**config.mk**
```make
export PLATFORM = sky130hd
export DESIGN_NAME = ahb_multi_timer_flat
export DESIGN_NICKNAME = d
export VERILOG_FILES = /design/src/rtl/ahb_multi_timer_if.sv /design/src/rtl/ahb_multi_timer.sv /design/src/flat_wrapper.sv
export SDC_FILE = /design/constraint.sdc
export NUM_CORES = 1
export LEC_CHECK = 0
export ABC_CLOCK_PERIOD_IN_PS = 3050
export CAP_MARGIN = 10
export CORE_ASPECT_RATIO = 1.4
export CORE_MARGIN = 2
export CORE_UTILIZATION = 45
export CTS_CLUSTER_DIAMETER = 120
export DETAILED_ROUTE_END_ITERATION = 8
export DONT_BUFFER_PORTS = 1
export SLEW_MARGIN = 20
export SYNTH_ARGS = -nofsm -noshare
export SYNTH_HDL_FRONTEND = slang
export SYNTH_SLANG_ARGS = --single-unit
export TNS_END_PERCENT = 1
```
**constraint.sdc**
```tcl
create_clock -name HCLK -period 3.05 [get_ports HCLK]
set_input_delay 0.61 -clock HCLK [delete_from_list [all_inputs] [get_ports HCLK]]
set_output_delay 0.61 -clock HCLK [all_outputs]
set_load 0.02 [all_outputs]
```
**src/rtl/ahb_multi_timer_if.sv**
```systemverilog
// rtl/ahb_multi_timer_if.sv - AHB-lite slave bus bundle for the multi-channel timer
interface ahb_multi_timer_if;
    logic        HSEL;
    logic [31:0] HADDR;
    logic [1:0]  HTRANS;
    logic        HWRITE;
    logic        HREADY;
    logic [31:0] HWDATA;
    logic [31:0] HRDATA;
    logic        HREADYOUT;

    modport master (
        output HSEL, HADDR, HTRANS, HWRITE, HREADY, HWDATA,
        input  HRDATA, HREADYOUT
    );

    modport slave (
        input  HSEL, HADDR, HTRANS, HWRITE, HREADY, HWDATA,
        output HRDATA, HREADYOUT
    );
endinterface

```
**src/rtl/ahb_multi_timer.sv**
```systemverilog
// rtl/ahb_multi_timer.sv - AHB-lite multi-channel up/down timer with shared prescaler
module ahb_multi_timer #(
    parameter int NUM_CH = 2,
    parameter int CNT_W  = 32,
    parameter int PRE_W  = 8
) (
    input  logic                HCLK,
    input  logic                HRESETn,
    ahb_multi_timer_if.slave    bus,
    output logic [NUM_CH-1:0]   timer_irq,
    output logic                timer_irq_any
);

    localparam logic [5:0] PRE_WORD = 6'h3C;  // byte offset 0xF0

    logic              r_dp_valid;
    logic              r_dp_write;
    logic [5:0]        r_dp_addr;   // HADDR[7:2] of the pending data phase
    logic [PRE_W-1:0]  r_prescale;
    logic [PRE_W-1:0]  r_pre_cnt;
    logic [CNT_W-1:0]  r_load  [NUM_CH];
    logic [CNT_W-1:0]  r_value [NUM_CH];
    logic [4:0]        r_ctrl  [NUM_CH];
    logic [NUM_CH-1:0] r_status;

    logic              w_accept;
    logic              w_wr;
    logic              w_pre_wr;
    logic              w_tick;
    logic [NUM_CH-1:0] w_ch_hit;
    logic [NUM_CH-1:0] w_step;
    logic [NUM_CH-1:0] w_term;
    logic [NUM_CH-1:0] w_set;
    logic [NUM_CH-1:0] w_clr;
    logic [CNT_W-1:0]  w_next [NUM_CH];
    logic [31:0]       w_rdata;
    logic              w_unused;

    assign w_accept = bus.HSEL & bus.HREADY & bus.HTRANS[1];
    assign w_wr     = r_dp_valid & r_dp_write;
    assign w_pre_wr = w_wr & (r_dp_addr == PRE_WORD);
    assign w_tick   = (r_pre_cnt == r_prescale);
    assign w_unused = ^{bus.HADDR[31:8], bus.HADDR[1:0], bus.HTRANS[0], bus.HWDATA};

    always_comb begin
        w_ch_hit = '0;
        w_step   = '0;
        w_term   = '0;
        w_set    = '0;
        w_clr    = '0;
        for (int i = 0; i < NUM_CH; i++) begin
            w_ch_hit[i] = r_dp_valid && (r_dp_addr[5:2] == 4'(i));
            w_step[i]   = r_ctrl[i][0] & (r_ctrl[i][3] ? w_tick : 1'b1);
            // Up mode only terminates on exact equality, so VALUE > LOAD wraps silently.
            if (r_ctrl[i][1]) begin
                w_term[i] = (r_value[i] == r_load[i]);
                w_next[i] = w_term[i] ? '0 : r_value[i] + CNT_W'(1);
            end else begin
                w_term[i] = (r_value[i] == '0);
                w_next[i] = w_term[i] ? r_load[i] : r_value[i] - CNT_W'(1);
            end
            w_set[i] = w_step[i] & w_term[i];
            w_clr[i] = w_wr & w_ch_hit[i] & (r_dp_addr[1:0] == 2'd3) & bus.HWDATA[0];
        end
    end

    always_ff @(posedge HCLK or negedge HRESETn) begin
        if (!HRESETn) begin
            r_dp_valid <= 1'b0;
            r_dp_write <= 1'b0;
            r_dp_addr  <= '0;
            r_prescale <= '0;
            r_pre_cnt  <= '0;
            r_status   <= '0;
            for (int i = 0; i < NUM_CH; i++) begin
                r_load[i]  <= '1;
                r_value[i] <= '0;
                r_ctrl[i]  <= '0;
            end
        end else begin
            r_dp_valid <= w_accept;
            if (w_accept) begin
                r_dp_write <= bus.HWRITE;
                r_dp_addr  <= bus.HADDR[7:2];
            end
            if (w_pre_wr) begin
                r_prescale <= bus.HWDATA[PRE_W-1:0];
                r_pre_cnt  <= '0;
            end else begin
                r_pre_cnt  <= w_tick ? '0 : r_pre_cnt + PRE_W'(1);
            end
            for (int i = 0; i < NUM_CH; i++) begin
                // One-shot terminal step holds VALUE and drops EN; bus writes below override.
                if (w_step[i]) begin
                    if (w_term[i] && !r_ctrl[i][2])
                        r_ctrl[i][0] <= 1'b0;
                    else
                        r_value[i] <= w_next[i];
                end
                if (w_wr && w_ch_hit[i]) begin
                    case (r_dp_addr[1:0])
                        2'd0:    r_load[i]  <= bus.HWDATA[CNT_W-1:0];
                        2'd1:    r_value[i] <= bus.HWDATA[CNT_W-1:0];
                        2'd2:    r_ctrl[i]  <= bus.HWDATA[4:0];
                        default: ;
                    endcase
                end
                r_status[i] <= w_set[i] | (r_status[i] & ~w_clr[i]);
            end
        end
    end

    always_comb begin
        w_rdata = '0;
        if (r_dp_valid && !r_dp_write) begin
            if (r_dp_addr == PRE_WORD)
                w_rdata = 32'(r_prescale);
            for (int i = 0; i < NUM_CH; i++) begin
                if (w_ch_hit[i]) begin
                    case (r_dp_addr[1:0])
                        2'd0:    w_rdata = 32'(r_load[i]);
                        2'd1:    w_rdata = 32'(r_value[i]);
                        2'd2:    w_rdata = 32'(r_ctrl[i]);
                        default: w_rdata = 32'(r_status[i]);
                    endcase
                end
            end
        end
    end

    always_comb begin
        timer_irq = '0;
        for (int i = 0; i < NUM_CH; i++)
            timer_irq[i] = r_status[i] & r_ctrl[i][4];
    end

    assign timer_irq_any  = |timer_irq;
    assign bus.HRDATA     = w_rdata;
    assign bus.HREADYOUT  = 1'b1;

endmodule

```
**src/flat_wrapper.sv**
```systemverilog
// flat-port wrapper written by rule: the top's interface ports become plain ports
module ahb_multi_timer_flat 
#(
    parameter int NUM_CH = 2,
    parameter int CNT_W  = 32,
    parameter int PRE_W  = 8
)
  (HCLK, HRESETn, timer_irq, timer_irq_any, bus_HSEL, bus_HADDR, bus_HTRANS, bus_HWRITE, bus_HREADY, bus_HWDATA, bus_HRDATA, bus_HREADYOUT);
  ahb_multi_timer_if bus_i ();
  input  logic HCLK;
  input  logic HRESETn;
  output logic [NUM_CH-1:0] timer_irq;
  output logic timer_irq_any;
  input wire logic [$bits(bus_i.HSEL)-1:0] bus_HSEL;
  input wire logic [$bits(bus_i.HADDR)-1:0] bus_HADDR;
  input wire logic [$bits(bus_i.HTRANS)-1:0] bus_HTRANS;
  input wire logic [$bits(bus_i.HWRITE)-1:0] bus_HWRITE;
  input wire logic [$bits(bus_i.HREADY)-1:0] bus_HREADY;
  input wire logic [$bits(bus_i.HWDATA)-1:0] bus_HWDATA;
  output wire logic [$bits(bus_i.HRDATA)-1:0] bus_HRDATA;
  output wire logic [$bits(bus_i.HREADYOUT)-1:0] bus_HREADYOUT;
  assign bus_i.HSEL = bus_HSEL;
  assign bus_i.HADDR = bus_HADDR;
  assign bus_i.HTRANS = bus_HTRANS;
  assign bus_i.HWRITE = bus_HWRITE;
  assign bus_i.HREADY = bus_HREADY;
  assign bus_i.HWDATA = bus_HWDATA;
  assign bus_HRDATA = bus_i.HRDATA;
  assign bus_HREADYOUT = bus_i.HREADYOUT;
  ahb_multi_timer #(.NUM_CH(NUM_CH), .CNT_W(CNT_W), .PRE_W(PRE_W)) u_core (.HCLK(HCLK), .HRESETn(HRESETn), .bus(bus_i), .timer_irq(timer_irq), .timer_irq_any(timer_irq_any));
endmodule
```
==> impl_metrics.json, run 1 <==
{
  "status": "finished, violations left",
  "violations": "negative setup slack",
  "core_mm2": 0.0285,
  "worstReg2RegEnd": "u_core.r_value[53]$_DFF_PN0_",
  "ys.flop_type": "dfrtp_1",
  "startpoint_type": "register",
  "instances_no_fill": 1900,
  "skew_ns": 0.0132,
  "multi_input_area_mm2": 0.00824,
  "syn-mean-instance-area_um2": 8.78,
  "gp_congestion": 0.972,
  "portBuffers": 0,
  "switching_share_pct": 44.1,
  "grt_overflow": 0,
  "r2r_cells": 9,
  "power_uw": 12000,
  "clock.fmax_mhz": 324,
  "clock-sinks": 164,
  "rrSetupSlack_ns": -0.03,
  "post_cts_buffers": 0,
  "relSlewSlack_pct": 59.3,
  "period_needed_ns": 3.08,
  "synth_cells": 1485,
  "setup_slack_ns": -0.0330,
  "worstMarginPinSlew_ns": 0.610,
  "p_sw_uw": 5290,
  "fin_util_pct": 52.4,
  "numCtsBuffers": 17,
  "ys_ff_latch": 164,
  "setup_viol": 8,
  "dp_hpwl_mm": 33.9,
  "num_io_pins": 107,
  "row_count": 73,
  "place_inst": 1865,
  "dr.pass1.iters": 5,
  "critPathArrivalTime_ns": 3.42,
  "drt-initial-drc-count": 938,
  "grt_max_degree": 106,
  "clockBufferDepth": 2,
  "leakagePower_uw": 0.00635,
  "die_h_um": 205,
  "wirelength_mm": 47.0,
  "nets": 1590,
  "layout-drive-gt1-share_pct": 26.0,
  "viasPerCell": 6.32,
  "criticalPathCategory": "reg2reg",
  "p_comb_share_pct": 54.1,
  "syn2layout_area_growth_pct": 14.6,
  "cts_tree": "yes",
  "hold_viol": 0,
  "ys_seq_area_share_pct": 32.1,
  "insertion_delay_ns": 0.47,
  "synth_warnings": 0,
  "fin_crit_sh_pct": 101,
  "track_usage_pct": 31.2,
  "ff_latch_area_mm2": 0.00419,
  "cp_num_buf_inv": 2,
  "maxCapViolCount": 0,
  "synthesis.area_mm2": 0.0130,
  "start_util_pct": 45.8,
  "cp_max_fo": 10,
  "critPathSlowestCell": "or4b_4",
  "r2r_start": "u_core.r_value[52]$_DFF_PN0_",
  "clk_pin_slew_ns": 0.07,
  "synth.distinct_cells": 73,
  "dieArea_mm2": 0.0304,
  "setup.worst_path.end_class": "register",
  "fillers": 2709,
  "cts_root_buf": "clkbuf_16",
  "synth-edff-count": 0,
  "cp_top_family": "simple AND/OR/NAND/NOR gates",
  "path_cells": "or4_4 -> or4b_4 -> or4_4 -> o31a_4 -> o211ai_4 -> buf_12 -> buf_12 -> a21oi_1 -> a221o_1",
  "synth_nets": 1563,
  "dieWidth_um": 148,
  "irDropWorstVdd_uv": 425,
  "clockPowerShare_pct": 17.8,
  "cts_max_level": 4,
  "place_ws_ns": -0.245,
  "rsz0062_at_grt": "yes",
  "p_int_uw": 6710,
  "grt_pass1_vias": 11900,
  "drc": 0,
  "cpPeakStageDelay_ns": 0.58,
  "vias": 12000,
  "hp-class": "in2async",
  "antennaDiodeCount": 0,
  "ant_nets": 0,
  "cp.required_ns": 3.39,
  "antenna_found_initial": 0,
  "async_flop_share_pct": 100,
  "sequentialPowerShare_pct": 28.1,
  "finalMaxSlewViolations": 0,
  "pwr_density_cell_mw_per_mm2": 803,
  "wl_per_cell_um": 24.7,
  "grt_pass1_wl_mm": 71.8
}
-- Yosys cell counts, drive strengths merged, types with 5 or more instances --
master	instances	area share (%)
a211o	8	0.54
a211oi	25	1.4
a21oi	22	0.84
a221o	33	2.5
and2	12	0.58
and3	19	0.91
and4	5	0.34
buf	38	1.6
clkbuf	116	3.3
dfrtp	100	19
dfstp	64	13
ha	7	0.67
inv	25	0.72
mux2	80	6.9
mux2i	55	4.2
nand2	60	1.7
nand2b	11	0.53
nand3	39	1.5
nand4	46	2.2
nor2	181	5.2
nor3	53	2.0
nor4	40	2.0
o211a	33	2.5
o211ai	14	0.91
o21a	6	0.35
o21ai	71	2.8
o21bai	5	0.29
o221a	11	0.95
o221ai	5	0.34
o22ai	7	0.34
o32a	21	1.6
o32ai	5	0.34
o41ai	5	0.34
or2	6	0.29
or3	15	0.72
or4	13	0.81
xnor2	76	5.1
xor2	102	6.8
-- state kept, by name, indices dropped and copies added (netlist names) --
register / count
u_core.r_status: 2
u_core.r_ctrl: 10
u_core.r_value: 64
u_core.r_dp_valid: 1
u_core.r_load: 64
u_core.r_dp_addr: 6
u_core.r_pre_cnt: 8
u_core.r_prescale: 8
u_core.r_dp_write: 1
-- stage by stage --
stage                     hold WS, ns  instance area, um2  TNS (ns)
after global placement          0.322               14200     -6.48
after floorplan                 0.314               13100     -2.60
after global routing          0.00326               14900     -1.28
final                          0.0272               14900    -0.149
after CTS                     0.00312               14900    -0.157
after detailed placement        0.325               14200     -7.10
-- worst max path at each step --
stage,startpoint,endpoint,slack (ns),cells after the start
3_5_place_dp,u_core.r_value[22]$_DFF_PN0_,u_core.r_value[28]$_DFF_PN0_,-0.24,8
4_1_cts,u_core.r_value[50]$_DFF_PN0_,u_core.r_value[44]$_DFF_PN0_,-0.03,9
3_3_place_gp,u_core.r_value[22]$_DFF_PN0_,u_core.r_value[28]$_DFF_PN0_,-0.24,8
5_1_grt,u_core.r_value[52]$_DFF_PN0_,u_core.r_value[56]$_DFF_PN0_,-0.10,9
2_1_floorplan,u_core.r_value[54]$_DFF_PN0_,u_core.r_value[37]$_DFF_PN0_,-0.11,11
6_report,u_core.r_value[52]$_DFF_PN0_,u_core.r_value[53]$_DFF_PN0_,-0.03,9
-- power groups by stage --
stage / logic, uW / clock network, uW / registers [uW]
after detailed placement: 6270 / 0 / 3390
after global placement: 6210 / 0 / 3370
after floorplan: 4360 / 0 / 3080
after global routing: 6990 / 2230 / 3440
final: 6490 / 2130 / 3380
after CTS: 6350 / 2150 / 3350
-- kinds of logic (layout without fill, tap and decap cells) --
logic type	count (synthesis)	count (layout)	synth area share [%]
xor+xnor	178	178	12.0
mux	139	139	11.8
flops	164	164	32.1
simple gates	512	512	19.6
buf+inv	180	220	5.64
fa+ha+maj	7	7	0.671
other cells	1	1	0.0287
compound gates	304	304	18.2
-- worst reg2reg max path: stages, from the launching register on --
cell      delay [ns]
dfrtp_1         0.38
or4_4           0.56
or4b_4          0.58
or4_4           0.51
o31a_4          0.15
o211ai_4        0.18
buf_12          0.16
buf_12          0.13
a21oi_1         0.04
a221o_1         0.27
-- layer usage --
layer | global-route usage (%) | up-vias | part of all wire, %
li1 | - | 5501 | -
met1 | 38.7 | 5976 | 40
met2 | 53.6 | 434 | 50
met3 | 4.21 | 103 | 5.7
met4 | 15.2 | 0 | 4.7
met5 | 0 | - | 0
-- timing repair --
action	in CTS	in global routing
resized for setup	4	21
endpoints found under the hold margin	105	5
hold buffers	2	1
pin swaps	2	6
setup endpoints to repair	64	65
gates cloned	0	0
-- placed cells by master, fill, tap and decap left out, types with 24 or more instances in the layout --
master,count
nor2_1,174
buf_4,145
xor2_1,102
dfrtp_1,98
mux2_2,80
xnor2_1,76
o21ai_0,67
dfstp_2,64
nand2_1,59
mux2i_1,55
nor3_1,52
nand4_1,46
nor4_1,38
nand3_1,38
o211a_1,33
a221o_1,33
inv_1,25
a211oi_1,24
-- final cells by class --
class	instances	share of cell area, %
Clock buffer	18	2.94
Clock inverter	14	0.804
Inverter	26	0.678
Multi-Input combinational cell	1141	55.1
Sequential cell	164	28.0
Tap cell	375	3.14
Timing Repair Buffer	162	9.30
Note: power is estimated with default switching activity, not from simulation.
==> run 2: changes to the inputs <==
--- a/config.mk
+++ b/config.mk
@@ -13,7 +13,6 @@
 export CTS_CLUSTER_DIAMETER = 120
 export DETAILED_ROUTE_END_ITERATION = 8
 export DONT_BUFFER_PORTS = 1
-export SLEW_MARGIN = 20
 export SYNTH_ARGS = -nofsm -noshare
 export SYNTH_HDL_FRONTEND = slang
 export SYNTH_SLANG_ARGS = --single-unit
==> results of run 2 <==
The final DEF is identical to that of run 1; final timing and power are the same.
